### src/rtl/mem_port_arbiter.sv
// Shares the unified memory port between the fetch and data ports.
// Optional ARB_STATS_EN adds grant/conflict statistics counters.
module mem_port_arbiter #(
   parameter int MAX_OUTSTANDING = 8,
   parameter int STARVE_LIMIT    = 4
) (
   input  logic        clk,
   input  logic        rst_n,
   input  logic [31:0] if_addr,
   input  logic [1:0]  if_command,
   output logic        if_grant,
   output logic        if_data_valid,
   output logic [31:0] if_data,
   input  logic [31:0] dm_addr,
   input  logic [31:0] dm_wdata,
   input  logic [1:0]  dm_command,
   output logic        dm_grant,
   output logic        dm_data_valid,
   output logic [31:0] dm_rdata,
   output logic [31:0] proc2mem_addr,
   output logic [31:0] proc2mem_data,
   output logic [1:0]  proc2mem_command,
   input  logic [3:0]  mem2proc_response,
   input  logic [31:0] mem2proc_data,
   input  logic [3:0]  mem2proc_tag,
   output logic        err_tag,
   output logic [31:0] stat_if_grants,
   output logic [31:0] stat_dm_grants,
   output logic [31:0] stat_conflicts
);

   localparam logic [1:0] CMD_NONE  = 2'd0;
   localparam logic [1:0] CMD_LOAD  = 2'd1;
   localparam logic [1:0] CMD_STORE = 2'd2;
   localparam int SW = $clog2(STARVE_LIMIT + 1);
   localparam logic [SW-1:0] STARVE_MAX = SW'(STARVE_LIMIT);
   localparam logic [3:0] OUT_MAX = 4'(MAX_OUTSTANDING);

   logic [15:0]   tbl_v;
   logic [15:0]   tbl_o;
   logic [3:0]    outst;
   logic [SW-1:0] starve;

   logic if_ld, dm_ld, dm_st, full;
   logic if_el, dm_el, if_win, dm_win;
   logic alloc, hit, re_alloc;

   assign if_ld = (if_command == CMD_LOAD);
   assign dm_ld = (dm_command == CMD_LOAD);
   assign dm_st = (dm_command == CMD_STORE);
   assign full  = (outst == OUT_MAX);
   assign if_el = if_ld & ~full;
   assign dm_el = dm_st | (dm_ld & ~full);

   // A starved fetch overrides the normal data-port priority.
   assign if_win = rst_n & if_el & ((starve == STARVE_MAX) | ~dm_el);
   assign dm_win = rst_n & dm_el & ~if_win;

   assign if_grant = if_win & (|mem2proc_response);
   assign dm_grant = dm_win & (|mem2proc_response);

   always_comb begin
      proc2mem_addr    = '0;
      proc2mem_data    = '0;
      proc2mem_command = CMD_NONE;
      unique case (1'b1)
         if_win: begin
            proc2mem_addr    = if_addr;
            proc2mem_command = CMD_LOAD;
         end
         dm_win: begin
            proc2mem_addr    = dm_addr;
            proc2mem_data    = dm_wdata;
            proc2mem_command = dm_command;
         end
         default: ;
      endcase
   end

   assign alloc = if_grant | (dm_grant & dm_ld);
   assign hit   = (|mem2proc_tag) & tbl_v[mem2proc_tag];
   // Overwriting a live entry must not count as a new load in flight.
   assign re_alloc = alloc & tbl_v[mem2proc_response]
                   & ~(hit & (mem2proc_tag == mem2proc_response));

   always_ff @(posedge clk or negedge rst_n) begin
      if (!rst_n) begin
         tbl_v         <= '0;
         tbl_o         <= '0;
         outst         <= '0;
         starve        <= '0;
         err_tag       <= 1'b0;
         if_data_valid <= 1'b0;
         dm_data_valid <= 1'b0;
         if_data       <= '0;
         dm_rdata      <= '0;
      end else begin
         if_data_valid <= hit & ~tbl_o[mem2proc_tag];
         dm_data_valid <= hit & tbl_o[mem2proc_tag];
         if (hit & ~tbl_o[mem2proc_tag]) if_data  <= mem2proc_data;
         if (hit & tbl_o[mem2proc_tag])  dm_rdata <= mem2proc_data;
         if (hit) tbl_v[mem2proc_tag] <= 1'b0;
         if ((|mem2proc_tag) & ~hit) err_tag <= 1'b1;
         if (alloc) begin
            tbl_v[mem2proc_response] <= 1'b1;
            tbl_o[mem2proc_response] <= dm_grant;
         end
         if (re_alloc) err_tag <= 1'b1;
         unique case ({alloc & ~re_alloc, hit})
            2'b10:   outst <= outst + 4'd1;
            2'b01:   outst <= outst - 4'd1;
            default: outst <= outst;
         endcase
         if (if_ld & ~if_grant) begin
            if (starve != STARVE_MAX) starve <= starve + 1'b1;
         end else begin
            starve <= '0;
         end
      end
   end

`ifdef ARB_STATS_EN
   always_ff @(posedge clk or negedge rst_n) begin
      if (!rst_n) begin
         stat_if_grants <= '0;
         stat_dm_grants <= '0;
         stat_conflicts <= '0;
      end else begin
         if (if_grant) stat_if_grants <= stat_if_grants + 32'd1;
         if (dm_grant) stat_dm_grants <= stat_dm_grants + 32'd1;
         if (if_ld & (dm_ld | dm_st))
            stat_conflicts <= stat_conflicts + 32'd1;
      end
   end
`else
   assign stat_if_grants = '0;
   assign stat_dm_grants = '0;
   assign stat_conflicts = '0;
`endif

endmodule

### config.mk
export PLATFORM = sky130hd
export DESIGN_NAME = mem_port_arbiter
export DESIGN_NICKNAME = d
export VERILOG_FILES = /design/src/rtl/mem_port_arbiter.sv
export SDC_FILE = /design/constraint.sdc
export NUM_CORES = 1
export LEC_CHECK = 0
export CORE_MARGIN = 5
export CORE_UTILIZATION = 25
export DETAILED_ROUTE_END_ITERATION = 8
export DONT_BUFFER_PORTS = 1
export SYNTH_ARGS = -nofsm -noshare
export SYNTH_HDL_FRONTEND = slang
export SYNTH_SLANG_ARGS = --single-unit
### constraint.sdc
create_clock -name clk -period 6.1 [get_ports clk]
set_input_delay 1.83 -clock clk [delete_from_list [all_inputs] [get_ports clk]]
set_output_delay 1.83 -clock clk [all_outputs]
set_load 0.05 [all_outputs]
==> reports/results.env, run 1 <==
DETAILED_PLACE_HPWL_MM=13.57
RSZ0062_AT_GRT='false'
CRIT_PATH_MAX_FANOUT=18
PLACE.GP.CONGESTION=0.9028
SYN-INSTANCE-COUNT=536
CTS_RESIZED=0
POWER.STATIC_LEAKAGE_nW=3.030
NETLIST_AREA_SQ_UM=6190
DIE_AREA_SQ_UM=28010
SETUP.WORST_PATH.START_CLASS='input pin'
GRT_OVERFLOW_TOTAL=0
PIN_COUNT=373
POST-SYNTH-TOP-COUNT-CELL='sky130_fd_sc_hd__dfrtp_1'
SYNTH_SEQ_CELLS=106
SYNTH_ENABLE_FLOP_CELLS=0
GRT-BUSIEST-LAYER='met2'
REQUIRED_NS=4.27
IR_DROP_uV=215.3
NUMPORTBUFFERS=0
MAX_FREQ_GHz=0.1859
POWER.DENSITY_CELL_AREA_nW_PER_UM2=482.8
WORST_EP_ARRIVAL_TIME_NS=3.55
CRITICAL_PATH.MAX_STAGE_DELAY_NS=0.80
FIN_UTIL=0.2687
OUTCOME='finished, final reports clean'
CTS_TREE='done'
INITIAL_UTILIZATION=0.2545
SYNTH-WARNING-COUNT=0
LAYOUT_SETUP_WS_NS=0.7198
AREA_GROWTH_PCT=5.579
YOSYSTOPAREACELL='sky130_fd_sc_hd__dfrtp_1'
TIMING.RR.START='outst[0]'
VIASPERCELL=4.425
GRT_FIRST_PASS_WIRELENGTH_MM=24.38
SHARE_OF_THE_CLOCK_PERIOD_USED_BY_THE_WORST_PATH=0.8820
CTS_HOLD_FIX_BUFS=0
FINISH.INSTANCE_AREA_SQ_UM=6535
TIMING_WORST_SLEW_PIN_VALUE_NS=0.8593
ANTENNA_FOUND_INITIAL=11
FINAL_NETS=680
DESIGN.CORE.AREA_SQ_UM=24320
WORST-PATH-BUF-INV=0
TIMING.FINAL.MAX_SLEW_VIOLATIONS=0
GLOBALROUTEMET3UTIL=0.04950
ROWS=57
CRIT_PATH_END_KIND='output port'
SYNTH.YOSYS.SEQ_AREA_SHARE=0.4285
FP.DIEH_MICRONS=167.4
PER_CELL_ROUTED_WIRE_LENGTH_MICRONS=19.63
GRT_START_MAX_NET_PINS=109
TIMING.SETUP.TNS_NS=0
DIE_X_MICRONS=167.4
CTS_BUFFERS=9
DPL_WORST_SLACK_NS=0.6786
DR_TOTAL_VIAS=3828
FINAL-INSTANCE-COUNT-EXCL-FILL=865
SYNTHTOPCELLSBYCOUNT='106 x sky130_fd_sc_hd__dfrtp_1, 99 x sky130_fd_sc_hd__buf_4, 47 x sky130_fd_sc_hd__mux2_2'
SETUP_VIOL_COUNT_FINAL=0
DRIVE_ABOVE_1_SHARE=0.2323
FIN_SKEW_NS=0.01757
CLKSLEWWORSTSETUPHOLDPATHS_NS=0.08
KIND_OF_CRITICAL_PATH='input pin to output port'
RELSLEWSLACK=0.4271
CTS-ROOT-BUF='sky130_fd_sc_hd__clkbuf_16'
SLOWEST_STAGE='sky130_fd_sc_hd__and2_1'
INITIAL_DETAILED_ROUTING_VIOLATION_COUNT=247
CRIT_START='if_command[1]'
CTS-HTREE-LEVELS=3
NETLIST.AREA_LEADER.SHARE=0.4285
SYNTH.AREA.TOP_CELLS='sky130_fd_sc_hd__dfrtp_1 43%, sky130_fd_sc_hd__buf_4 12%, sky130_fd_sc_hd__mux2_2 8.6%, sky130_fd_sc_hd__mux2_4 7.0%, sky130_fd_sc_hd__a22o_1 4.7%'
GRT_UTIL_MET1=0.1195
HOLD_VIOLATIONS=0
DETAILED_ROUTING_ITERATIONS_PASS_1=4
LATER_PIN_CLOCK_LATENCY_IN_THE_SKEW_REPORT_NS=0.35
POST_PLACE_CELL_AREA_SQ_UM=6233
FIRST_GLOBAL_VIAS=3942
WORST_PATH_DOMINANT_CELL_FAMILY='simple AND/OR/NAND/NOR gates'
POSTROUTEWIRELENGTH_MM=16.98
PLACEDCELLCOUNT=846
GRT_UTIL_ALL_LAYERS=0.1128
HOLD_CLASS='flip-flop to flip-flop'
ASYNC_FLOP_SHARE=1.000
POST_CTS_BUFFERS=0
MAX_CAPACITANCE_VIOLATION_TOTAL=0
DETAIL_ROUTE.DRC_VIOLATIONS=0
FINAL.MIN_CLOCK_PERIOD_NS=5.380
TIMING.CRITICAL_PATH.CELLS='nand2b_1 > nor3_1 > a211oi_4 > and2_1'
WORST_HOLD_STARTPOINT='tbl_o[0]'
SYNTH.LIB_CELLS_USED.DISTINCT=44
DOMINANTREGCELLSYNTH='sky130_fd_sc_hd__dfrtp_1'
NUMCLOCKSINKS=106
CLK_PATH_BUF_DEPTH=2
GRT_USE_MET2=0.1959
SYN-MEAN-INSTANCE-AREA_SQ_UM=11.55
NUMBER_OF_NETS_WITH_ANTENNA_VIOLATIONS_AFTER_ROUTING=0
## metrics by stage
| step | hold slack [ns] | total power [mW] |
|---|---|---|
| final | 0.3894 | 3.155 |
| after global routing | 0.4061 | 3.304 |
| after CTS | 0.3906 | 3.203 |
| after detailed placement | 0.3714 | 2.602 |
| after global placement | 0.3648 | 2.582 |
| after floorplan | 0.4246 | 2.512 |
## registers in the layout, summed over array words and instances (netlist names)
| signal | cells |
|---|---|
| dm_rdata | 32 |
| if_data | 32 |
| tbl_o | 16 |
| tbl_v | 16 |
| outst | 4 |
| starve | 3 |
| dm_data_valid | 1 |
| err_tag | 1 |
| if_data_valid | 1 |
## layout make-up
class	instances	area [sq um]
Fill cell	2539	17780
Clock inverter	7	68.82
Antenna cell	3	7.507
Timing Repair Buffer	17	140.1
Inverter	8	30.03
Multi-Input combinational cell	391	3005
Clock buffer	9	225.2
Sequential cell	106	2653
Tap cell	324	405.4
## placed cells by master, fill, tap and decap left out, types with 3 or more instances in the layout
cell type | Yosys | final
sky130_fd_sc_hd__a21oi_1 | 3 | 3
sky130_fd_sc_hd__a22o_1 | 33 | 33
sky130_fd_sc_hd__and2_1 | 36 | 36
sky130_fd_sc_hd__buf_4 | 99 | 16
sky130_fd_sc_hd__clkbuf_16 | 0 | 9
sky130_fd_sc_hd__conb_1 | 1 | 96
sky130_fd_sc_hd__dfrtp_1 | 106 | 106
sky130_fd_sc_hd__diode_2 | 0 | 3
sky130_fd_sc_hd__ha_1 | 5 | 5
sky130_fd_sc_hd__inv_1 | 8 | 8
sky130_fd_sc_hd__mux2_1 | 9 | 9
sky130_fd_sc_hd__mux2_2 | 47 | 47
sky130_fd_sc_hd__mux2_4 | 29 | 29
sky130_fd_sc_hd__mux2i_1 | 5 | 5
sky130_fd_sc_hd__mux4_2 | 10 | 10
sky130_fd_sc_hd__nand2_1 | 21 | 21
sky130_fd_sc_hd__nand2b_1 | 9 | 9
sky130_fd_sc_hd__nand3_1 | 8 | 8
sky130_fd_sc_hd__nand4b_1 | 4 | 4
sky130_fd_sc_hd__nor2_1 | 13 | 13
sky130_fd_sc_hd__nor2b_1 | 5 | 4
sky130_fd_sc_hd__nor3_1 | 5 | 5
sky130_fd_sc_hd__o21ai_0 | 20 | 20
sky130_fd_sc_hd__o31ai_1 | 4 | 4
sky130_fd_sc_hd__xnor2_1 | 5 | 5
sky130_fd_sc_hd__xor2_1 | 6 | 6
## where the power goes
group	total (mW)	internal, mW	switching [mW]	leakage, nW
Sequential	1.78	0.928	0.849	1.34
Clock	0.579	0.290	0.289	0.143
Combinational	0.799	0.339	0.460	1.54
Total	3.16	1.56	1.60	3.03
## routing by layer
metal / up-vias / routed length (microns)
met2: 265 / 8534
met1: 1851 / 5832
met4: 4 / 621
met3: 37 / 1967
met5: - / 21
li1: 1671 / -
## cells by family (layout without fill, tap and decap cells)
family / after synthesis / in the layout / share of synthesized area
buffers and inverters: 134 / 41 / 0.1478
and+or+nand+nor: 109 / 109 / 0.09723
DFF: 106 / 106 / 0.4285
muxes: 100 / 100 / 0.2167
AOI/OAI and AO/OA: 70 / 70 / 0.08349
xor gates and xnor gates: 11 / 11 / 0.01556
adders and majority gates: 5 / 5 / 0.01011
other: 1 / 99 / 0.0006058
## worst reg2reg max path, stage by stage, from the launching register on
cell,delay (ns)
sky130_fd_sc_hd__dfrtp_1,0.46
sky130_fd_sc_hd__nor4b_2,0.14
sky130_fd_sc_hd__a211oi_1,0.55
sky130_fd_sc_hd__and2_1,0.56
sky130_fd_sc_hd__buf_4,0.28
sky130_fd_sc_hd__nand3_1,0.13
sky130_fd_sc_hd__ha_1,0.29
sky130_fd_sc_hd__xor2_1,0.17
sky130_fd_sc_hd__ha_1,0.18
sky130_fd_sc_hd__a21oi_1,0.15
sky130_fd_sc_hd__xnor2_1,0.13
sky130_fd_sc_hd__nand2_1,0.08
sky130_fd_sc_hd__xnor2_1,0.12
## final timing paths
path / slack [ns] / cells after the start / to
worst max-delay path: 0.72 / 4 / dm_grant
max in group asynchronous: 4.78 / 0 / outst[3]
worst min-delay path: 0.39 / 0 / tbl_o[0]
worst max register to register: 2.74 / 12 / outst[2]
worst min register to register: 0.39 / 0 / tbl_o[0]
min in group asynchronous: 1.17 / 0 / dm_rdata[18]
(Power assumes the default switching activity.)
==> run 2: changes to the inputs <==
--- a/config.mk
+++ b/config.mk
@@ -5,10 +5,12 @@
 export SDC_FILE = /design/constraint.sdc
 export NUM_CORES = 1
 export LEC_CHECK = 0
+export ABC_AREA = 1
 export CORE_MARGIN = 5
 export CORE_UTILIZATION = 25
 export DETAILED_ROUTE_END_ITERATION = 8
 export DONT_BUFFER_PORTS = 1
+export PLACE_DENSITY = 0.47
 export SYNTH_ARGS = -nofsm -noshare
 export SYNTH_HDL_FRONTEND = slang
 export SYNTH_SLANG_ARGS = --single-unit
==> run 2 against run 1 <==
Against the previous run:
- via count grew 45%
- highest routed layer is now met4
- maximum frequency grew 3.7%
- clock power grew 3%
- global-route usage grew 1.4 points
- critical path type unchanged
- critical endpoint unchanged
==> reports/results.env, run 2 <==
SYNTH_ENABLE_FLOP_CELLS=0
RRSETUPSLACK_NS=2.88
NET-SWITCHING-POWER_mW=1.446
MAX_CAPACITANCE_VIOLATION_TOTAL=0
OUTCOME='finished, final reports clean'
INTPOWER_mW=1.332
DETAIL_ROUTE.DRC_VIOLATIONS=0
CTS-ROOT-BUF='sky130_fd_sc_hd__clkbuf_16'
NETSWITCHINGFRACTION=0.5204
RSZ0062_AT_GRT='false'
SYNTH.YOSYS.SEQ_AREA_SHARE=0.4090
FINISH.INSTANCE_AREA_SQ_UM=7192
FINAL.MIN_CLOCK_PERIOD_NS=5.190
NETLIST.AREA_LEADER.SHARE=0.4090
GRT_START_MAX_NET_PINS=108
POWER.STATIC_LEAKAGE_nW=4.161
AREA_GROWTH_PCT=10.88
ROWS=59
DOMINANTREGCELLSYNTH='sky130_fd_sc_hd__dfrtp_1'
YOSYSTOPAREACELL='sky130_fd_sc_hd__dfrtp_1'
IR_DROP_uV=136.5
CLKSLEWWORSTSETUPHOLDPATHS_NS=0.07
TIMING.RR.START='outst[1]'
DETAILED_PLACE_HPWL_MM=15.07
CRIT_END='dm_grant'
NUMBER_OF_NETS_WITH_ANTENNA_VIOLATIONS_AFTER_ROUTING=0
CRIT_START='dm_command[0]'
R2R_CELLS=17
CTS-HTREE-LEVELS=3
REQUIRED_NS=4.27
POSTROUTEWIRELENGTH_MM=19.84
SHARE_CLK_OF_TOTAL_POWER=0.214
KIND_OF_CRITICAL_PATH='input pin to output port'
DIE_AREA_SQ_UM=29270
GRT_FIRST_PASS_WIRELENGTH_MM=29.24
CTS_HOLD_FIX_BUFS=0
SYNTH-WARNING-COUNT=0
SHARE_OF_THE_CLOCK_PERIOD_USED_BY_THE_WORST_PATH=0.8508
CLK_PATH_BUF_DEPTH=2
LATER_PIN_CLOCK_LATENCY_IN_THE_SKEW_REPORT_NS=0.36
SETUP_VIOL_COUNT_FINAL=0
HOLD_VIOLATIONS=0
INITIAL_DETAILED_ROUTING_VIOLATION_COUNT=274
HOLD_CLASS='flip-flop to flip-flop'
WORST_EP_ARRIVAL_TIME_NS=3.36
POST_PLACE_CELL_AREA_SQ_UM=6897
POST-SYNTH-TOP-COUNT-CELL='sky130_fd_sc_hd__nand2_1'
DRIVE_ABOVE_1_SHARE=0.1065
DIE_X_MICRONS=171.1
DR_TOTAL_VIAS=5554
ANTENNA_FOUND_INITIAL=0
PER_CELL_ROUTED_WIRE_LENGTH_MICRONS=15.02
TOP_LIBRARY_CELLS_BY_USAGE_IN_THE_LAYOUT_FILL_AND_TAPS_ASIDE='384 x sky130_fd_sc_hd__nand2_1, 106 x sky130_fd_sc_hd__dfrtp_1, 96 x sky130_fd_sc_hd__conb_1, 89 x sky130_fd_sc_hd__nand3_1, 82 x sky130_fd_sc_hd__nor2_1'
SYNTH.AREA.TOP_CELLS='sky130_fd_sc_hd__dfrtp_1 41%, sky130_fd_sc_hd__nand2_1 22%, sky130_fd_sc_hd__buf_4 12%, sky130_fd_sc_hd__nand3_1 6.9%, sky130_fd_sc_hd__nor2_1 4.7%'
CTS_TREE='done'
TIMING.FINAL.MAX_SLEW_VIOLATIONS=0
CTS_BUFFERS=9
TIMING.SETUP.TNS_NS=0
GRT_OVERFLOW_TOTAL=0
SYN-INSTANCE-COUNT=937
RELSLEWSLACK=0.3814
NUMCLOCKSINKS=106
DETAILED_ROUTING_ITERATIONS_PASS_1=4
FIRST_GLOBAL_VIAS=5438
LAYOUT_COMMONEST_CELL='sky130_fd_sc_hd__nand2_1'
SYNTH_SEQ_CELLS=106
FIN_TOTAL_PWR_mW=2.778
DPL_WORST_SLACK_NS=0.8592
TIMING_WORST_SLEW_PIN_VALUE_NS=0.9257
FIN_SKEW_NS=0.01494
CTS_RESIZED=0
NETLIST_AREA_SQ_UM=6486
POWER.DENSITY_CELL_AREA_nW_PER_UM2=386.2
CRIT_PATH_MAX_FANOUT=27
DESIGN.CORE.AREA_SQ_UM=25840
TOP_REGS='dm_rdata (32), if_data (32)'
COMBINATIONAL_POWER_SHARE=0.245
REG2REG_TO='outst[2]'
MAX_FREQ_GHz=0.1927
SYNTHTOPCELLSBYCOUNT='384 x sky130_fd_sc_hd__nand2_1, 106 x sky130_fd_sc_hd__dfrtp_1, 101 x sky130_fd_sc_hd__buf_4'
FP.DIEH_MICRONS=171.1
NUMPORTBUFFERS=0
ANTENNA_CELLS_INSERTED=0
PIN_COUNT=373
CRIT_PATH_END_KIND='output port'
VIASPERCELL=4.204
SYNTH.LIB_CELLS_USED.DISTINCT=28
POST_CTS_BUFFERS=0
ASYNC_FLOP_SHARE=1.000
FINAL_NETS=1128
LAYOUT_SETUP_WS_NS=0.9102
GRT_UTIL_ALL_LAYERS=0.1270
PLACE.GP.CONGESTION=0.8519
INITIAL_UTILIZATION=0.2510
SEQ_POWER_SHARE=0.541
SETUP.WORST_PATH.START_CLASS='input pin'
SYN-MEAN-INSTANCE-AREA_SQ_UM=6.922
==> run 2: cell types whose count changed after synthesis, moves of 6 or more <==
cell	change
sky130_fd_sc_hd__mux2_2	-47
sky130_fd_sc_hd__and2_1	-36
sky130_fd_sc_hd__nand3_1	+81
sky130_fd_sc_hd__nand2b_1	-9
sky130_fd_sc_hd__mux4_2	-10
sky130_fd_sc_hd__mux2_4	-29
sky130_fd_sc_hd__mux2_1	-9
sky130_fd_sc_hd__nand2_1	+363
sky130_fd_sc_hd__nor2_1	+69
sky130_fd_sc_hd__a22o_1	-33
sky130_fd_sc_hd__nand2_2	+6
sky130_fd_sc_hd__buf_2	+14
sky130_fd_sc_hd__inv_1	+65
==> run 2: worst min path at each step <==
stage                  start       end  slack, ns  depth (start not counted)
floorplan           tbl_o[0]  tbl_o[0]       0.43                          1
global placement    tbl_o[0]  tbl_o[0]       0.39                          0
detailed placement  tbl_o[0]  tbl_o[0]       0.38                          0
CTS                 tbl_o[0]  tbl_o[0]       0.40                          0
global route        tbl_o[0]  tbl_o[0]       0.41                          0
finish              tbl_o[0]  tbl_o[0]       0.39                          0
==> run 2: metal layers <==
layer,track usage,part of all wire,vias to the layer above
met1,0.1482,0.39,2504
li1,-,-,2747
met5,0,0,-
met2,0.2350,0.52,278
met4,0.03961,0.020,0
met3,0.02334,0.073,25
==> run 2: area by class of cell <==
cell class              count  area (sq um)
fillers                  2848         18650
clock buffers               9         225.2
well taps                 335         419.2
flip-flops and latches    106          2653
inverters                  75         281.5
repair buffers             73         548.0
clock inverters             7         70.07
multi-input cells         716          2995
==> run 2: power groups by stage <==
stage               clock network, mW  logic [mW]  registers [mW]
floorplan                           0       0.610            1.46
global placement                    0       0.675            1.52
detailed placement                  0       0.684            1.52
CTS                             0.614       0.685            1.51
global route                    0.641       0.753            1.52
finish                          0.595       0.682            1.50
==> run 2: stage by stage <==
| step | hold WS, ns | instances | util |
|---|---|---|---|
| after global placement | 0.3869 | 1305 | 0.2669 |
| after CTS | 0.4009 | 1321 | 0.2784 |
| after global routing | 0.4106 | 1321 | 0.2784 |
| after floorplan | 0.4294 | 1032 | - |
| final | 0.3916 | 1321 | 0.2784 |
| after detailed placement | 0.3842 | 1305 | 0.2669 |
==> run 2: logic make-up (layout without fill, tap and decap cells) <==
group           Yosys count  after routing  share of synthesized area
compound gates           30             30                    0.02508
xor+xnor                  7              7                   0.009452
fa+ha+maj                 5              5                   0.009645
buf+inv                 210            164                     0.1842
flops                   106            106                     0.4090
other cells               1             96                  0.0005781
simple gates            578            578                     0.3621
==> run 2: critical path, cell delays in order <==
cell and delay, ns:
sky130_fd_sc_hd__inv_1 0.03, sky130_fd_sc_hd__nor2_1 0.11, sky130_fd_sc_hd__nand2_1 0.11, sky130_fd_sc_hd__nand2_1 0.09, sky130_fd_sc_hd__nand2_2 0.06, sky130_fd_sc_hd__nand2_2 0.07, sky130_fd_sc_hd__nand2_2 0.34, sky130_fd_sc_hd__nor2_4 0.70
==> run 3: changes to the inputs <==
--- a/config.mk
+++ b/config.mk
@@ -6,6 +6,7 @@
 export NUM_CORES = 1
 export LEC_CHECK = 0
 export ABC_AREA = 1
+export CORE_ASPECT_RATIO = 0.9
 export CORE_MARGIN = 5
 export CORE_UTILIZATION = 25
 export DETAILED_ROUTE_END_ITERATION = 8
==> run 3 against run 2 <==
Against the previous run:
- design area is 0.45% higher
- clock power is 5.0% higher
- global-route usage is 0.33 points higher
- routed wire length is 1.7% higher
- core utilization is 0.18 points higher
- register-to-register slack worse by 0.28 ns
- first-iteration DRC count is 1.5% lower
- worst setup slack better by 0.020 ns
- largest power group unchanged
==> reports/results.env, run 3 (synthesis results as in run 2) <==
LAYOUT_COMMONEST_CELL='sky130_fd_sc_hd__nand2_1'
RELSLEWSLACK=0.4255
OUTCOME='finished, final reports clean'
CTS_TREE='done'
SLOWEST_STAGE='sky130_fd_sc_hd__nor2_4'
SETUP_VIOL_COUNT_FINAL=0
SETUP.WORST_PATH.START_CLASS='input pin'
GRT_START_MAX_NET_PINS=108
GRT_FIRST_PASS_WIRELENGTH_MM=30.93
INITIAL_UTILIZATION=0.2516
CRIT_PATH_END_KIND='output port'
WORST-PATH-BUF-INV=1
CTS_RESIZED=0
TIMING.RR.START='outst[1]'
GRT_UTIL_ALL_LAYERS=0.1303
MAX_CAPACITANCE_VIOLATION_TOTAL=0
R2R_CELLS=17
WORST_EP_ARRIVAL_TIME_NS=3.34
FIN_UTIL=0.2802
PLACE.GP.CONGESTION=0.8201
NUMCLOCKSINKS=106
POWER.DENSITY_CELL_AREA_nW_PER_UM2=388.0
NUMPORTBUFFERS=0
WHS_ENDPOINT='tbl_o[0]'
WORST_HOLD_PATH_CELL_COUNT=0
CTS_HOLD_FIX_BUFS=0
WORST_PATH_DOMINANT_CELL_FAMILY='simple AND/OR/NAND/NOR gates'
FP.DIEH_MICRONS=162.8
DIE_X_MICRONS=179.8
CPMOSTUSEDCELL='sky130_fd_sc_hd__nand2_2'
IR_DROP_uV=162.2
FIN_SKEW_NS=0.01445
KIND_OF_CRITICAL_PATH='input pin to output port'
WORST_HOLD_STARTPOINT='tbl_o[0]'
SHARE_OF_THE_CLOCK_PERIOD_USED_BY_THE_WORST_PATH=0.8476
TOP_REGS='dm_rdata (32), if_data (32)'
REQUIRED_NS=4.27
FIRST_GLOBAL_VIAS=5646
POSTROUTEWIRELENGTH_MM=20.18
ANTENNA_CELLS_INSERTED=0
POWER.STATIC_LEAKAGE_nW=4.163
HOLD_VIOLATIONS=0
FINAL_NETS=1128
CLKSLEWWORSTSETUPHOLDPATHS_NS=0.07
CRIT_PATH_MAX_FANOUT=22
DESIGN.CORE.AREA_SQ_UM=25780
RSZ0062_AT_GRT='false'
TIMING_WORST_SLEW_PIN_VALUE_NS=0.8597
DIE_AREA_SQ_UM=29270
CLK_PATH_BUF_DEPTH=2
CTS_BUFFERS=9
LATER_PIN_CLOCK_LATENCY_IN_THE_SKEW_REPORT_NS=0.35
CRITICAL_PATH.MAX_STAGE_DELAY_NS=0.67
HOLD_CLASS='flip-flop to flip-flop'
DETAILED_ROUTING_ITERATIONS_PASS_1=4
CTS-HTREE-LEVELS=3
MAX_FREQ_GHz=0.1934
FINAL.MIN_CLOCK_PERIOD_NS=5.170
FINAL.FILL_COUNT=2885
INITIAL_DETAILED_ROUTING_VIOLATION_COUNT=270
DETAILED_PLACE_HPWL_MM=15.35
PER_CELL_ROUTED_WIRE_LENGTH_MICRONS=15.13
ANTENNA_FOUND_INITIAL=0
VIASPERCELL=4.213
TIMING.SETUP.TNS_NS=0
ROWS=56
AREA_GROWTH_PCT=11.38
TIMING.CRITICAL_PATH.CELLS='inv_1 > nor2_1 > nand2_1 > nand2_1 > nand2_2 > nand2_2 > nand2_2 > nor2_4'
TOP_LIBRARY_CELLS_BY_USAGE_IN_THE_LAYOUT_FILL_AND_TAPS_ASIDE='384 x sky130_fd_sc_hd__nand2_1, 106 x sky130_fd_sc_hd__dfrtp_1, 96 x sky130_fd_sc_hd__conb_1, 89 x sky130_fd_sc_hd__nand3_1, 82 x sky130_fd_sc_hd__nor2_1'
CTS-ROOT-BUF='sky130_fd_sc_hd__clkbuf_16'
DRIVE_ABOVE_1_SHARE=0.1055
REG2REG_TO='outst[2]'
DETAIL_ROUTE.DRC_VIOLATIONS=0
DR_TOTAL_VIAS=5620
RRSETUPSLACK_NS=2.60
NUMBER_OF_NETS_WITH_ANTENNA_VIOLATIONS_AFTER_ROUTING=0
POST_CTS_BUFFERS=0
GRT_OVERFLOW_TOTAL=0
TIMING.FINAL.MAX_SLEW_VIOLATIONS=0
PIN_COUNT=373
==> run 3: final cells by class <==
type                       instances  area [sq um]  share of cell area
multi-input combinational        716          2995              0.4146
inverter                          75         281.5             0.03897
tap                              348         435.4             0.06027
clock inverter                     6         82.58             0.01143
clock buffer                      10         229.0             0.03169
sequential                       106          2653              0.3672
timing repair buffer              73         548.0             0.07586
==> run 3: metrics by stage <==
stage / hold slack [ns] / area, sq um / std cells / setup slack, ns / power, mW
2_1_floorplan: 0.4294 / 6843 / 1032 / 0.9312 / 2.072
3_3_place_gp: 0.3791 / 6913 / 1318 / 0.9045 / 2.199
3_5_place_dp: 0.3763 / 6913 / 1318 / 0.8852 / 2.205
4_1_cts: 0.3944 / 7224 / 1334 / 0.8799 / 2.842
5_1_grt: 0.3953 / 7224 / 1334 / 0.7500 / 2.956
6_report: 0.3902 / 7224 / 1334 / 0.9299 / 2.803
==> run 3: report_power, final <==
| group | internal (mW) | total, mW | switching, mW |
|---|---|---|---|
| logic | 0.177 | 0.678 | 0.501 |
| clock network | 0.329 | 0.625 | 0.296 |
| registers | 0.866 | 1.50 | 0.634 |
==> run 3: routing by layer <==
| layer | GRT usage | routed length, microns | up-vias |
|---|---|---|---|
| met4 | 0.04017 | 380 | 0 |
| met2 | 0.2418 | 10460 | 264 |
| li1 | - | - | 2755 |
| met1 | 0.1481 | 7844 | 2579 |
| met3 | 0.03193 | 1502 | 22 |
| met5 | 0 | 0 | - |
==> run 3: worst max path at each step <==
stage	startpoint	endpoint	slack (ns)	cells past startpoint
floorplan	dm_command[0]	proc2mem_command[1]	0.93	9
global placement	dm_command[0]	dm_grant	0.90	8
detailed placement	dm_command[0]	dm_grant	0.89	8
CTS	dm_command[0]	dm_grant	0.88	8
global route	dm_command[0]	proc2mem_data[28]	0.75	10
finish	dm_command[0]	dm_grant	0.93	8
==> patch 1, RTL diff (flow settings as in run 3) <==
Change the parameter `MAX_OUTSTANDING` from 8 to 4.
--- a/src/rtl/mem_port_arbiter.sv
+++ b/src/rtl/mem_port_arbiter.sv
@@ -3,3 +3,3 @@
 module mem_port_arbiter #(
-   parameter int MAX_OUTSTANDING = 8,
+   parameter int MAX_OUTSTANDING = 4,
    parameter int STARVE_LIMIT    = 4
Formal check against the unedited RTL: not equivalent (Yosys sat finds a counterexample within 10 cycles, from zero or initial values and one cycle with rst_n low).
==> patch 1 against run 3 <==
Design area fell by 0.43%. Setup slack improved by 180 ps. Synthesized cell count fell by 0.43%. Area after synthesis rose by 0.21%. Non-clock buffer count did not move. Cell count fell by 0.30%. Clock power fell by 6.9%. Global-route usage fell by 0.24 points. Worst hold slack got worse by 9.5 ps. Power rose by 0.55%. First-iteration DRC count rose by 18%. Sequential cell count did not move. Routed wire length fell by 1.2%. Critical path type unchanged. Largest cell class unchanged. Highest routed layer unchanged.
==> patch 1: results (changes against run 3) <==
dpl.hpwl_mm: 14.7  # -4.5%
grt_first_pass_wirelength_mm: 29.9  # -3.3%
detail_route.wl_per_cell_um: 15.0  # -0.89%
outcome: "finished, final reports clean"
fin_hold_ws_ps: 381  # -9.46 ps
power_switching_share: 0.523  # +0.0119
gr-usage-met2: 0.206  # -0.0358
finClkSkew_ps: 17.5  # +3.05 ps
clockNetworkAreaShare: 0.0404  # -0.00277
ys_top_cells_by_area: "dfrtp_1 41%, nand2_1 22%, buf_4 12%"
globalRouteMet1Util: 0.153  # +0.00531
grt_use_met3: 0.0625  # +0.0306
reg2reg_setup_slack_ps: 2800  # +200 ps
seq_cells: 106  # unchanged
track_usage: 0.128  # -0.00242
timing.fmax_ghz: 0.200  # +3.6%
wl_met1_mm: 7.88  # +0.41%
multi_input_comb_area_um2: 2980  # -0.38%
antenna_violations_before_repair: 0  # unchanged
preCtsSetupSlack_ps: 1030  # +147 ps
antenna_cells_inserted: 0  # unchanged
drt-initial-drc-count: 319  # +18%
max_slew.worst_pin.slew_ps: 886  # +26.3 ps
buffer_area_frac: 0.0762  # +0.000330
fillers: 2809  # -2.6%
first_global_vias: 5267  # -6.7%
synth-async-reset-ratio: 1.00  # unchanged
tritoncts.num_buffers: 9  # unchanged
worst-path-max-fanout: 34  # +55%
metal2_wl_mm: 9.22  # -12%
num-multi-input-gates: 712  # -0.56%
warnings_synthesis: 0  # unchanged
worst_ir_drop_vdd_uv: 204  # +26%
drt-pass1-iter-count: 5  # +1
place_congestion: 0.874  # +6.6%
clock_path_buffers: 2  # unchanged
share_of_the_final_layout_cell_area_in_sequential_cells: 0.369  # +0.00160
leakage_nw: 4.14  # -0.54%
worstPathArrival_ps: 3160  # -180 ps
finalNetCount: 1124  # -0.35%
route.met3.wl_mm: 2.49  # +66%
ratio_of_cells_with_drive_above_1_in_the_final_layout: 0.107  # +0.00145
final-instance-count-excl-fill: 1330  # -0.30%
syn_area_per_cell_um2: 6.97  # +0.64%
regToRegStartpoint: "outst[1]$_DFFE_PN0P_"
synthTopCellsByCount: "382 x nand2_1, 106 x dfrtp_1, 104 x buf_4"
grt_max_degree: 108  # unchanged
dr_total_vias: 5505  # -2.0%
worstSkewPairLatency_ps: 360
-- patch 1: cell count changes in the layout (fill, tap and decap cells not counted), sizes merged, moves of 2 or more --
| cell | change |
|---|---|
| clkinv | +3 |
| inv | -2 |
| nand2 | -2 |
| nor2 | -4 |
-- patch 1: power by group through the flow --
stage	sequential, mW	clock, mW	combinational, mW
after floorplan	1.49	0	0.639
after global placement	1.55	0	0.705
after detailed placement	1.54	0	0.717
after CTS	1.53	0.611	0.714
after global routing	1.56	0.649	0.787
final	1.53	0.582	0.708
-- patch 1: worst max path at each step --
stage | start | to | slack, ps
after floorplan | dm_command[0] | proc2mem_command[1] | 970
after global placement | dm_command[0] | dm_grant | 1060
after detailed placement | dm_command[0] | dm_grant | 1030
after CTS | dm_command[0] | dm_grant | 1030
after global routing | dm_command[0] | dm_grant | 910
final | dm_command[0] | dm_grant | 1110
-- patch 1: per-stage QoR --
step / area [um^2] / util
2_1_floorplan: 6860 / -
3_3_place_gp: 6900 / 0.267
3_5_place_dp: 6900 / 0.267
4_1_cts: 7190 / 0.278
5_1_grt: 7190 / 0.278
6_report: 7190 / 0.278
-- patch 1: cell families (layout without fill, tap and decap cells) --
logic type                 Yosys count  after routing  synth area share
xor gates and xnor gates             8              8            0.0108
buffers and inverters              210            164             0.188
and+or+nand+nor                    571            571             0.356
adders and majority gates            5              5           0.00962
DFF                                106            106             0.408
other                                1             96          0.000577
AOI/OAI and AO/OA                   32             32            0.0269
-- patch 1: worst max-delay path, cell delays in order --
cell and delay [ps]:
inv_1 30, nor2_1 160, nand2_1 130, nand2_1 90
nand2_2 60, nand2_2 70, nand2_2 330, nor2_4 460
==> patch 2, RTL diff (settings of run 3) <==
Made on the original files. Put one more register stage on the output `err_tag`, without a reset. The value now appears one clock later. The other outputs are not delayed to match.
--- a/src/rtl/mem_port_arbiter.sv
+++ b/src/rtl/mem_port_arbiter.sv
@@ -37,2 +37,4 @@
    localparam logic [3:0] OUT_MAX = 4'(MAX_OUTSTANDING);
+
+   logic err_tag_s0;
 
@@ -91,3 +93,3 @@
          starve        <= '0;
-         err_tag       <= 1'b0;
+         err_tag_s0    <= 1'b0;
          if_data_valid <= 1'b0;
@@ -102,3 +104,3 @@
          if (hit) tbl_v[mem2proc_tag] <= 1'b0;
-         if ((|mem2proc_tag) & ~hit) err_tag <= 1'b1;
+         if ((|mem2proc_tag) & ~hit) err_tag_s0 <= 1'b1;
          if (alloc) begin
@@ -107,3 +109,3 @@
          end
-         if (re_alloc) err_tag <= 1'b1;
+         if (re_alloc) err_tag_s0 <= 1'b1;
          unique case ({alloc & ~re_alloc, hit})
@@ -140,2 +142,6 @@
 
+   always_ff @(posedge clk) begin
+      err_tag <= err_tag_s0;
+   end
+
 endmodule
Behaviour: not the same (a bounded check fails within 4 cycles, from zero or initial values and one cycle with rst_n low).
==> patch 2 against run 3 <==
Setup slack got worse by 24 ps. Register-to-register slack improved by 130 ps. Largest cell class unchanged. Clock power down 8.0%. Area after synthesis up 0.17%. Routed wire length grew 2.3%. Combinational power grew 6.8%. Power rose by 1.2%. Design area shrank 0.16%. Critical path type unchanged. Sequential cell count is 1 higher.
==> patch 2: results (changes against run 3) <==
first_global_vias: 5504  # -2.5%
synthTopCellsByCount: "384 x nand2_1, 106 x dfrtp_1, 101 x buf_4"
synthCells: 934  # -0.32%
finalNetCount: 1127  # -0.089%
seq_area_frac_synth: 0.411  # +0.00237
fillers: 2871  # -0.49%
worst-path-max-fanout: 24  # +9.1%
clk_pin_slew_worst_paths_ps: 70  # about the same
globalRouteMet1Util: 0.158  # +0.00954
final-instance-count-excl-fill: 1332  # -0.15%
worstPathArrival_ps: 3360  # +20 ps
crit_path_max_incr_delay_ps: 410  # -260 ps
warnings_synthesis: 0  # unchanged
hold_path_class: "flip-flop to flip-flop"
detail_route.wl_per_cell_um: 15.5  # +2.5%
route.detailed.vias_per_inst: 4.23  # +0.49%
cts.htree.levels: 3  # unchanged
crit_slowest_cell: "nand2_2"
drt-initial-drc-count: 280  # +3.7%
leakage_nw: 4.17  # +0.11%
finClkSkew_ps: 8.75  # -5.70 ps
synth-async-reset-ratio: 0.991  # -0.00935
grt_first_pass_wirelength_mm: 31.0  # +0.18%
ys_top_cells_by_area: "dfrtp_1 41%, nand2_1 22%, buf_4 12%"
grt_max_degree: 108  # unchanged
grt_use_met3: 0.0386  # +0.00670
worst_ir_drop_vdd_uv: 141  # -13%
ratio_of_cells_with_drive_above_1_in_the_final_layout: 0.107  # +0.00123
place_congestion: 0.798  # -2.7%
yosysUniqueCellTypes: 31  # +11%
outcome: "finished, final reports clean"
timing.critical_path.max_delay_family: "simple AND/OR/NAND/NOR gates"
io_buffer_count: 0  # unchanged
dpl.hpwl_mm: 15.7  # +2.3%
track_usage: 0.132  # +0.00179
reg.largest.list: "dm_rdata: 32 flops, if_data: 32 flops"
max-slew-margin-rel: 0.416  # -0.00945
worstSkewPairLatency_ps: 350  # about the same
gr-usage-met2: 0.234  # -0.00737
## patch 2: through the flow
stage	setup slack, ps	hold WS (ps)	cell area [um^2]
final	906	382	7210
after global routing	766	395	7210
after CTS	874	390	7210
after detailed placement	877	373	6940
after global placement	894	370	6940
after floorplan	931	348	6850
## patch 2: final cells by class
class                   count  area (um^2)  share of cell area
multi-input cells         713         2990               0.415
flip-flops and latches    107         2670               0.371
repair buffers             75          563              0.0781
well taps                 348          435              0.0604
inverters                  74          278              0.0385
clock buffers               9          225              0.0312
clock inverters             6         48.8             0.00676
## patch 2: cell families after synthesis
logic type               Yosys count  synth area share
AND/OR/NAND/NOR                  575             0.360
AO/OA/AOI/OAI                     29            0.0246
XOR/XNOR                           8            0.0108
buffers and inverters            209             0.183
other                              1          0.000577
flip-flops                       107             0.411
adder cells (fa/ha/maj)            5           0.00963
## patch 2: path summary, 6_finish.rpt
kind	slack [ps]	endpoint	from	cells past startpoint
worst min-delay path	380	tbl_o[0]$_DFFE_PN0P_	tbl_o[0]$_DFFE_PN0P_	0
worst min register to register	380	tbl_o[0]$_DFFE_PN0P_	tbl_o[0]$_DFFE_PN0P_	0
worst max-delay path	910	proc2mem_data[14]	dm_command[0]	8
min in group asynchronous	1170	dm_rdata[28]$_DFFE_PN0P_	rst_n	0
worst max register to register	2730	outst[2]$_DFFE_PN0P_	outst[1]$_DFFE_PN0P_	19
max in group asynchronous	4740	tbl_o[3]$_DFFE_PN0P_	rst_n	0
## patch 2: report_power, final
part           internal (mW)  leakage (nW)  switching, mW
Combinational          0.188          2.63          0.536
Sequential             0.878          1.40          0.659
Clock                  0.281         0.130          0.293
Total                   1.35          4.17           1.49
## patch 2: per-layer routing
metal | vias up | share of wire
met5 | - | 0
met4 | 0 | 0.018
met3 | 22 | 0.084
met2 | 287 | 0.51
met1 | 2585 | 0.38
li1 | 2745 | -
